==> src/rtl/mem_port_arbiter.sv <==
// Round-robin arbiter sharing one single-port memory between instruction fetch
// and load/store. One transaction is in flight at a time, and every output is registered.
module mem_port_arbiter #(
   parameter int AW      = 32,
   parameter int DW      = 32,
   parameter int MEM_LAT = 1
) (
   input  logic          clk,
   input  logic          rst,
   input  logic          clk_en,
   input  logic          if_req,
   input  logic [AW-1:0] if_addr,
   output logic          if_done,
   output logic [DW-1:0] if_rdata,
   input  logic          dm_req,
   input  logic          dm_we,
   input  logic [AW-1:0] dm_addr,
   input  logic [DW-1:0] dm_wdata,
   output logic          dm_done,
   output logic [DW-1:0] dm_rdata,
   output logic          mem_en,
   output logic          mem_we,
   output logic [AW-1:0] mem_addr,
   output logic [DW-1:0] mem_wdata,
   input  logic [DW-1:0] mem_rdata,
   output logic          busy
);

   localparam logic [1:0] IDLE  = 2'd0;
   localparam logic [1:0] ISSUE = 2'd1;
   localparam logic [1:0] WAIT  = 2'd2;
   localparam logic [1:0] RESP  = 2'd3;

   localparam logic OWN_IF = 1'b0;
   localparam logic OWN_DM = 1'b1;

   localparam logic [3:0] CNT_INIT = 4'(MEM_LAT - 1);

   logic [1:0] state;
   logic [3:0] cnt;
   logic       owner;
   logic       last_owner;
   logic       grant_dm;

   // On a tie the requester that was not served last wins.
   always_comb begin
      grant_dm = dm_req && (!if_req || (last_owner == OWN_IF));
   end

   // mem_addr/mem_we/mem_wdata double as the transaction latches.
   always_ff @(posedge clk) begin
      if (rst) begin
         state      <= IDLE;
         cnt        <= 4'd0;
         owner      <= OWN_IF;
         last_owner <= OWN_DM;
         if_done    <= 1'b0;
         if_rdata   <= '0;
         dm_done    <= 1'b0;
         dm_rdata   <= '0;
         mem_en     <= 1'b0;
         mem_we     <= 1'b0;
         mem_addr   <= '0;
         mem_wdata  <= '0;
         busy       <= 1'b0;
      end else if (clk_en) begin
         case (state)
            IDLE: begin
               if (if_req || dm_req) begin
                  owner    <= grant_dm;
                  mem_en   <= 1'b1;
                  mem_we   <= grant_dm ? dm_we : 1'b0;
                  mem_addr <= grant_dm ? dm_addr : if_addr;
                  if (grant_dm) begin
                     mem_wdata <= dm_wdata;
                  end
                  busy  <= 1'b1;
                  state <= ISSUE;
               end
            end
            ISSUE: begin
               mem_en <= 1'b0;
               mem_we <= 1'b0;
               if (mem_we) begin
                  dm_done <= 1'b1;
                  state   <= RESP;
               end else begin
                  cnt   <= CNT_INIT;
                  state <= WAIT;
               end
            end
            WAIT: begin
               if (cnt == 4'd0) begin
                  if (owner == OWN_DM) begin
                     dm_rdata <= mem_rdata;
                     dm_done  <= 1'b1;
                  end else begin
                     if_rdata <= mem_rdata;
                     if_done  <= 1'b1;
                  end
                  state <= RESP;
               end else begin
                  cnt <= cnt - 4'd1;
               end
            end
            RESP: begin
               if_done    <= 1'b0;
               dm_done    <= 1'b0;
               last_owner <= owner;
               busy       <= 1'b0;
               state      <= IDLE;
            end
            default: state <= IDLE;
         endcase
      end
   end

endmodule

==> config.mk <==
export PLATFORM = sky130hd
export DESIGN_NAME = mem_port_arbiter
export DESIGN_NICKNAME = d
export VERILOG_FILES = /design/src/rtl/mem_port_arbiter.sv
export SDC_FILE = /design/constraint.sdc
export NUM_CORES = 1
export LEC_CHECK = 0
export ABC_AREA = 1
export ABC_CLOCK_PERIOD_IN_PS = 1700
export CORE_MARGIN = 10
export CORE_UTILIZATION = 40
export DETAILED_ROUTE_END_ITERATION = 10
export GPL_ROUTABILITY_DRIVEN = 1
export GPL_TIMING_DRIVEN = 0
export PLACE_DENSITY = 0.77
export SETUP_SLACK_MARGIN = 0.1
export SLEW_MARGIN = 15
export SYNTH_ARGS = -nofsm -noshare
export SYNTH_HDL_FRONTEND = slang
export SYNTH_SLANG_ARGS = --single-unit
==> constraint.sdc <==
create_clock -name clk -period 1.7 [get_ports clk]
set_input_delay 0.17 -clock clk [delete_from_list [all_inputs] [get_ports clk]]
set_output_delay 0.17 -clock clk [all_outputs]
set_load 0.02 [all_outputs]
==> results_dict.tcl <==
set metrics [dict create \
    ys_seq_elements 141 \
    gp_congestion 0.821 \
    report.final.slew_viol_count 0 \
    worstPathCellList "clkdlybuf4s50_1" \
    power_leakage_nw 3.88 \
    die_h_um 137 \
    rsz0062_at_grt "true" \
    port-buffer-count 265 \
    irDropWorstVdd_mv 0.723 \
    path_class "flip-flop to primary output" \
    area_growth_pct 68.0 \
    tns_ns 0 \
    crit_required_ns 1.53 \
    worstHoldPathType "input port to flip-flop" \
    clk_pin_slew_worst_paths_ns 0.06 \
    synthTopCellsByArea "dfxtp_1 52%, o21ai_0 11%, nor2_1 10%, nand2_1 6.7%, nor3_1 5.9%" \
    crit_path_top_delay_cell "clkdlybuf4s50_1" \
    max_freq_mhz 634 \
    grt_max_degree 17 \
    whs_ns 0.0173 \
    grt_use_total_pct 20.5 \
    vias 5937 \
    routed_wl_um 20200 \
    power_frac_comb_pct 18.2 \
    layoutNonFillerInstCount 1202 \
    die_w_um 137 \
    seq_area_frac_synth_pct 51.6 \
    ys.flop_type "dfxtp_1" \
    first_global_vias 5648 \
    crit_buf_inv 1 \
    synth_top_area_share_pct 51.6 \
    p_sw_mw 2.32 \
    synthTopCellsByCount "150 x nor2_1, 141 x dfxtp_1, 116 x o21ai_0" \
    core_region_area_um2 13300 \
    grt_overflow_total 0 \
    avgSynthCellArea_um2 7.57 \
    hold_viol 0 \
    routed_via_density 4.94 \
    cp_max_fo 2 \
    drive_gt1_share_pct 9.94 \
    drc_errors 0 \
    maxCapViolCount 0 \
    synth_edf_count 0 \
    rows 42 \
    clockRootBuffer "clkbuf_16" \
    dp_cells 1164 \
    cp_top_family "buffers and inverters" \
    cp-start-kind "flip-flop" \
    drtIter0Drc 391 \
    cpPeakStageDelay_ns 0.64 \
    cts_sinks 141 \
    synth_async_sr_flop_share_pct 0 \
    clk_latency_ns 0.42 \
    ant_nets 0 \
    cts_buffers 17 \
    syn_inst 723 \
    yosys_warnings 0 \
    syn-cell-area_um2 5470 \
    initial_core_util_pct 41.0 \
    n_antenna_cell 0 \
    cp-end-kind "primary output" \
    cts_tree "done" \
    p_int_mw 6.37 \
    p_sw_share_pct 26.7 \
    syn_nets 865 \
    setup_viol 0 \
    slew-limit-headroom_pct 53.1 \
    status "complete, no violations" \
    nFillCells 1149 \
    place_hpwl_um 15500 \
    grt_pass1_wl_um 30300 \
    die_area_um2 18800 \
    layout_min_cycle_time_ns 1.58 \
    wl_per_cell_um 16.8 \
    yosysMostFrequentCell "nor2_1" \
    htree_levels 4 \
    clockBufferDepth 2 \
    yosysUniqueCellTypes 21 \
    p_seq_share_pct 41.4 \
    first_pass_iters 5 \
    timing.final.crit_share_pct 92.8 \
    finalClockSkew_ns 0.00646 \
    power_density_nw_per_um2 944 \
    p_clk_share_pct 40.4 \
    arrival_ns 1.41 \
    num-nets-final 1156 \
    yosysTopAreaCell "dfxtp_1" \
    reg2reg_slack_ns 0.18 \
    ioPinCount 267 \
    worstMarginPinSlew_ns 0.704 \
    antenna_found_initial 0 \
]
## worst register-to-register path: stages, from the launching register on
cell and delay (ns):
dfxtp_1 0.35, nand2_1 0.28, clkbuf_1 0.59, nor3_2 0.11
nor2_1 0.13
## metal layers
metal / up-vias / track usage, % / routed length, um / share of wire (%)
li1: 3018 / - / - / -
met1: 2647 / 23.3 / 8040 / 40
met2: 234 / 34.0 / 9670 / 48
met3: 38 / 8.10 / 2010 / 10
met4: 0 / 7.96 / 464 / 2.3
met5: - / 0 / 0 / 0
## power by group through the flow
stage               Clock, mW  Sequential [mW]  Combinational (mW)
finish                   3.51             3.59                1.58
CTS                      3.56             3.59                1.54
global route             3.68             3.61                1.71
global placement            0             3.65                1.51
detailed placement          0             3.66                1.51
floorplan                   0             3.85               0.481
## flip-flops by register name, summed over array words and instances, names as in the netlist, 2 cells and up
name / cells
cnt: 4
dm_rdata: 32
if_rdata: 32
mem_addr: 32
mem_wdata: 32
state: 2
## per-stage QoR
step                worst slack, ns  instance area [um^2]  power [mW]  utilization [%]
finish                        0.123                  9200        8.68             68.9
global route                 0.0701                  9200        9.00             68.9
CTS                          0.0633                  9000        8.69             67.4
detailed placement           -0.300                  8350        5.17             62.5
global placement             -0.275                  8350        5.16             62.5
floorplan                     0.187                  5470        4.33                -
## what timing repair did
item                                   4_1_cts  5_1_grt
buffers inserted                             3        4
setup endpoints to repair                  137      142
pin swaps                                    2        2
hold buffers                                 0        0
endpoints found under the hold margin        0        0
gates resized for setup                     33       63
## cell families after synthesis
group / after synthesis / synth area share, %
AO/OA/AOI/OAI: 176 / 16.8
adder cells (fa/ha/maj): 8 / 1.83
buffers and inverters: 71 / 5.46
flip-flops: 141 / 51.6
AND/OR/NAND/NOR: 327 / 24.3
## path summary, 6_finish.rpt
check | cells past startpoint | startpoint | endpoint
max | 1 | if_rdata[2] | if_rdata[2]
min | 2 | rst | state[0]
max reg2reg | 4 | owner | dm_rdata[22]
min reg2reg | 2 | mem_en | mem_en
## cell type report
type / instances / area [um^2] / share of cell area, %
well taps: 176 / 220 / 2.39
clock inverters: 10 / 91.3 / 0.993
clock buffers: 21 / 470 / 5.12
inverters: 18 / 70.1 / 0.762
repair buffers: 272 / 2730 / 29.7
plain buffers: 53 / 292 / 3.17
multi-input cells: 511 / 2500 / 27.2
flip-flops and latches: 141 / 2830 / 30.7
## cell usage in the layout, fill, tap and decap left out, types with 12 or more instances in the layout
master / Yosys / final
a31oi_1: 32 / 32
clkbuf_1: 31 / 20
clkdlybuf4s50_1: 0 / 247
o21ai_0: 116 / 116
inv_1: 17 / 13
nor3_1: 65 / 53
buf_4: 3 / 13
dlymetal6s2s_1: 0 / 12
dfxtp_1: 141 / 139
nand2_1: 98 / 97
o21ai_1: 17 / 17
clkbuf_16: 0 / 17
nor2_1: 150 / 146
Note: power is estimated with default switching activity, not from simulation.
==> variant 1, RTL diff (config.mk and constraints unchanged) <==
Set the parameter `DW` to 48 (it was 32).
--- a/src/rtl/mem_port_arbiter.sv
+++ b/src/rtl/mem_port_arbiter.sv
@@ -2,7 +2,7 @@
 // and load/store. One transaction is in flight at a time, and every output is registered.
 module mem_port_arbiter #(
    parameter int AW      = 32,
-   parameter int DW      = 32,
+   parameter int DW      = 48,
    parameter int MEM_LAT = 1
 ) (
    input  logic          clk,
Ports: changed (5 resized); port bits go from 267 to 347. No check against the original RTL was run, so the function may have changed too.
==> variant 1 against the unedited design <==
  * Global-route usage increased by 1.5 points
  * Die area increased by 29%
  * Routed wire length increased by 42%
  * Synthesized area increased by 34%
  * Cell area increased by 36%
  * Sequential cell count increased by 48
  * Worst hold slack improved by 0.0033 ns
  * Clock skew increased by 0.0088 ns
  * Worst setup slack got worse by 0.027 ns
  * Combinational power increased by 25%
  * Register-to-register slack got worse by 0.08 ns
  * Total power increased by 24%
  * Largest power group unchanged
==> variant 1: results (changes against the unedited design) <==
Worst Tran Pin Value = 0.538 ns (-0.166 ns)
complex-gate fraction of the synthesized area = 18.7% (+1.8 points)
port bufs = 345 (+30%)
top post-synthesis cells by count = nor2_1 (192), dfxtp_1 (189), o21ai_0 (170)
Placed Instances = 1535 (+32%)
Crit-path slowest cell = dfxtp_4
share of cells above drive strength 1 = 12.5% (+2.5 points)
largest net degree at the start of global routing = 20 (+3)
Tot GR Track Use = 22.1% (+1.5 points)
vias in the first global route = 7606 (+35%)
Max IR drop VDD = 0.000677 V (-6.3%)
Netlist cell types = 23 (+9.5%)
global placement routability congestion = 0.853 (+3.8%)
Net Count, Synth = 1135 (+31%)
dpl ws = -0.259 ns (+0.0405 ns)
synth top area cells = dfxtp_1 (52%), o21ai_0 (12%), nor2_1 (9.8%), a21oi_1 (6.3%), nand2_1 (4.8%)
outcome = finished, final reports clean
Synth Instances = 961 (+33%)
post-synthesis adder-cell area fraction = 1.36% (-0.47 points)
top cell family by delay on the critical path = simple AND/OR/NAND/NOR gates
Max FO, Critical Path = 10 (+8)
DR iter-0 viols = 295 (-25%)
WL/cell = 18.1 um (+8.0%)
first-pass GRT wire length = 42500 um (+40%)
Finished Layout Cells = 1585 (+32%)
CP Data Arrival Time = 1.93 ns (+0.52 ns)
Seq/Total Area, Yosys = 51.5% (about the same)
clk slew on worst S/H paths = 0.08 ns (+0.02 ns)
DP Wirelength = 22100 um (+43%)
Leak = 6.48 nW (+67%)
variant 1: changes by cell type after synthesis, moves of 32 or more:
cell,delta
inv_1,+45
a21oi_1,+82
a31oi_1,-32
nor2_1,+42
dfxtp_1,+48
o21ai_0,+54
variant 1: path summary, 6_finish.rpt:
path,from,end,slack [ns],depth (start not counted)
setup / recovery,state[0]$_SDFFE_PP0P_,mem_wdata[45]$_SDFFE_PP0P_,0.1,11
hold reg to reg,dm_rdata[34]$_SDFFE_PP0P_,dm_rdata[34]$_SDFFE_PP0P_,0.45,2
hold / removal,rst,mem_we$_SDFFE_PP0P_,0.02,2
setup reg to reg,state[0]$_SDFFE_PP0P_,mem_wdata[45]$_SDFFE_PP0P_,0.1,11
variant 1: timing repair:
| item | 4_1_cts | 5_1_grt |
|---|---|---|
| hold endpoints to repair | 1 | 0 |
| gates resized for setup | 87 | 205 |
| setup buffers | 9 | 5 |
| setup endpoints to repair | 208 | 244 |
| hold buffers | 1 | 0 |
| pin swaps | 3 | 17 |
| cloned | 2 | 1 |
variant 1: power breakdown:
group	internal [mW]	leakage [nW]	switching (mW)
logic	0.948	4.65	1.03
clock network	2.12	0.295	1.98
registers	4.63	1.54	0.105
total	7.69	6.48	3.11
variant 1: cell type report:
cell class	count	area, um2
clock inverter	14	179
buffer	68	507
sequential	189	3790
multi-input combinational	638	3220
fill	1452	5520
inverter	66	258
clock buffer	18	429
tap	229	287
timing repair buffer	363	3830
variant 1: routing by layer:
metal | vias to the layer above | track usage (%) | wire length (um)
met2 | 273 | 38.2 | 14200
met5 | - | 0 | 0
met1 | 3603 | 24.0 | 11300
met4 | 0 | 6.95 | 637
met3 | 39 | 9.15 | 2630
li1 | 3914 | - | -
==> variant 2, RTL diff (same flow settings) <==
Made on the original files. Reset style: asynchronous (`rst`), changed in one clocked block.
--- a/src/rtl/mem_port_arbiter.sv
+++ b/src/rtl/mem_port_arbiter.sv
@@ -48,7 +48,7 @@
    end
 
    // mem_addr/mem_we/mem_wdata double as the transaction latches.
-   always_ff @(posedge clk) begin
+   always_ff @(posedge clk or posedge rst) begin
       if (rst) begin
          state      <= IDLE;
          cnt        <= 4'd0;
Formal check against the unedited RTL: differs if rst is asserted again (counterexample within 4 cycles, from zero or initial values and one cycle with rst high); with rst held inactive, the same outputs for 4 cycles.
==> variant 2 against the unedited design <==
  * Worst setup slack got worse by 0.0068 ns
  * Maximum frequency decreased by 0.43%
  * Critical path depth unchanged
  * Final cell count decreased by 0.75%
  * Cell area increased by 13%
  * Largest cell class is now registers
  * Via count decreased by 5.5%
  * Sequential cell count unchanged
  * Count of clock-buffer cells in the layout decreased by 4
  * Critical path type unchanged
  * Core utilization decreased by 1.3 points
  * Clock skew increased by 0.0014 ns
  * Synthesized area increased by 15%
  * Routed wire length increased by 4.1%
  * Critical endpoint is now if_rdata[8]
Power is not compared: it rests on default switching activity, and its combinational part moved more than twofold at a synthesized area within 25%.
==> variant 2: results (changes against the unedited design) <==
Hold Crit Start = dm_req
synth top area cells = dfrtp_1 (56%), nand2_1 (12%), o21ai_2 (8.9%), nand3_1 (3.3%), nand2_2 (3.3%)
dpl ws = -0.0847 ns (+0.215 ns)
largest net degree at the start of global routing = 35 (+18)
Netlist cell types = 25 (+19%)
first-pass GRT wire length = 32300 um (+6.4%)
Async S/R FF share, synth = 100% (+100 points)
top post-synthesis cells by count = nand2_1 (197), dfrtp_1 (140), o21ai_2 (64)
DP Wirelength = 15900 um (+2.6%)
CP Launch Point = if_rdata[8]$_DFFE_PP0P_
peak per-stage delay on the critical path = 0.64 ns (about the same)
Tot GR Track Use = 19.1% (-1.4 points)
WL/cell = 17.6 um (+4.9%)
fill cell count = 1222 (+6.4%)
clock skew = 0.00781 ns (+0.00135 ns)
YS warnings = 0 (unchanged)
share of cells above drive strength 1 = 21.3% (+11 points)
relative slew slack = 61.7% (+8.6 points)
DR iter-0 viols = 232 (-41%)
Seq/Total Area, Yosys = 56.0% (+4.4 points)
global placement routability congestion = 0.762 (-7.2%)
first drt pass iteration count = 4 (-1)
Net Count, Synth = 803 (-7.2%)
outcome = finished, final reports clean
Reg-to-Reg Start = cnt[0]$_DFFE_PP0P_
Final nets = 1111 (-3.9%)
vias in the first global route = 5751 (+1.8%)
Main synth FF type = dfrtp_1
DR vias = 5612 (-5.5%)
placed cell area = 9310 um2 (+11%)
## variant 2: worst paths after layout
check	to	slack (ns)	depth (start not counted)
setup / recovery	if_rdata[8]	0.12	1
hold / removal	mem_addr[31]$_DFFE_PP0P_	0.15	3
setup reg to reg	if_rdata[13]$_DFFE_PP0P_	0.16	8
hold reg to reg	dm_done$_DFFE_PP0P_	0.47	2
max in group asynchronous	dm_rdata[27]$_DFFE_PP0P_	0.73	4
min in group asynchronous	mem_wdata[17]$_DFFE_PP0P_	0.16	2
## variant 2: cells by family (layout without fill, tap and decap cells)
logic type / after synthesis / count (layout) / synth area share [%]
xor+xnor: 1 / 1 / 0.139
simple gates: 322 / 324 / 22.4
fa+ha+maj: 8 / 8 / 1.59
buf+inv: 83 / 402 / 6.98
compound gates: 106 / 106 / 12.9
flops: 141 / 141 / 56.0
## variant 2: final cells by class
cell class	count	area (um2)	area share, %
sequential	141	3530	34.1
tap	211	264	2.55
clock buffer	17	425	4.11
timing repair buffer	287	3020	29.1
multi-input combinational	439	2420	23.4
inverter	46	176	1.71
clock inverter	15	173	1.67
buffer	37	339	3.28
## variant 2: metal layers
metal | wire length (um) | part of all wire, % | track usage, % | vias up
met2 | 10400 | 50 | 31.6 | 219
met5 | 0 | 0 | 0 | -
met4 | 299 | 1.4 | 5.46 | 0
met1 | 8190 | 39 | 21.2 | 2619
met3 | 2080 | 9.9 | 9.53 | 16
li1 | - | - | - | 2758
## variant 2: metrics by stage
stage | hold WS [ns] | setup TNS (ns) | instances | total power, mW | util (%)
after global routing | 0.148 | 0 | 1193 | 20.4 | 67.6
after floorplan | 0.287 | -32.52 | 661 | 10.9 | -
after global placement | 0.454 | -222.92 | 1137 | 15.2 | 60.2
after detailed placement | 0.458 | -3.12 | 1141 | 15.4 | 60.8
after CTS | 0.122 | 0 | 1182 | 19.0 | 65.1
final | 0.147 | 0 | 1193 | 19.2 | 67.6
## variant 2: what timing repair did
| item | 4_1_cts | 5_1_grt |
|---|---|---|
| setup endpoints to repair | 170 | 177 |
| gates cloned | 2 | 3 |
| pin swaps | 2 | 5 |
| resized for setup | 56 | 82 |
| buffers inserted | 7 | 8 |
## variant 2: where the power goes
group,internal (mW),switching (mW)
sequential,4.97,0.939
clock,2.30,1.47
combinational,4.24,5.27
total,11.5,7.67
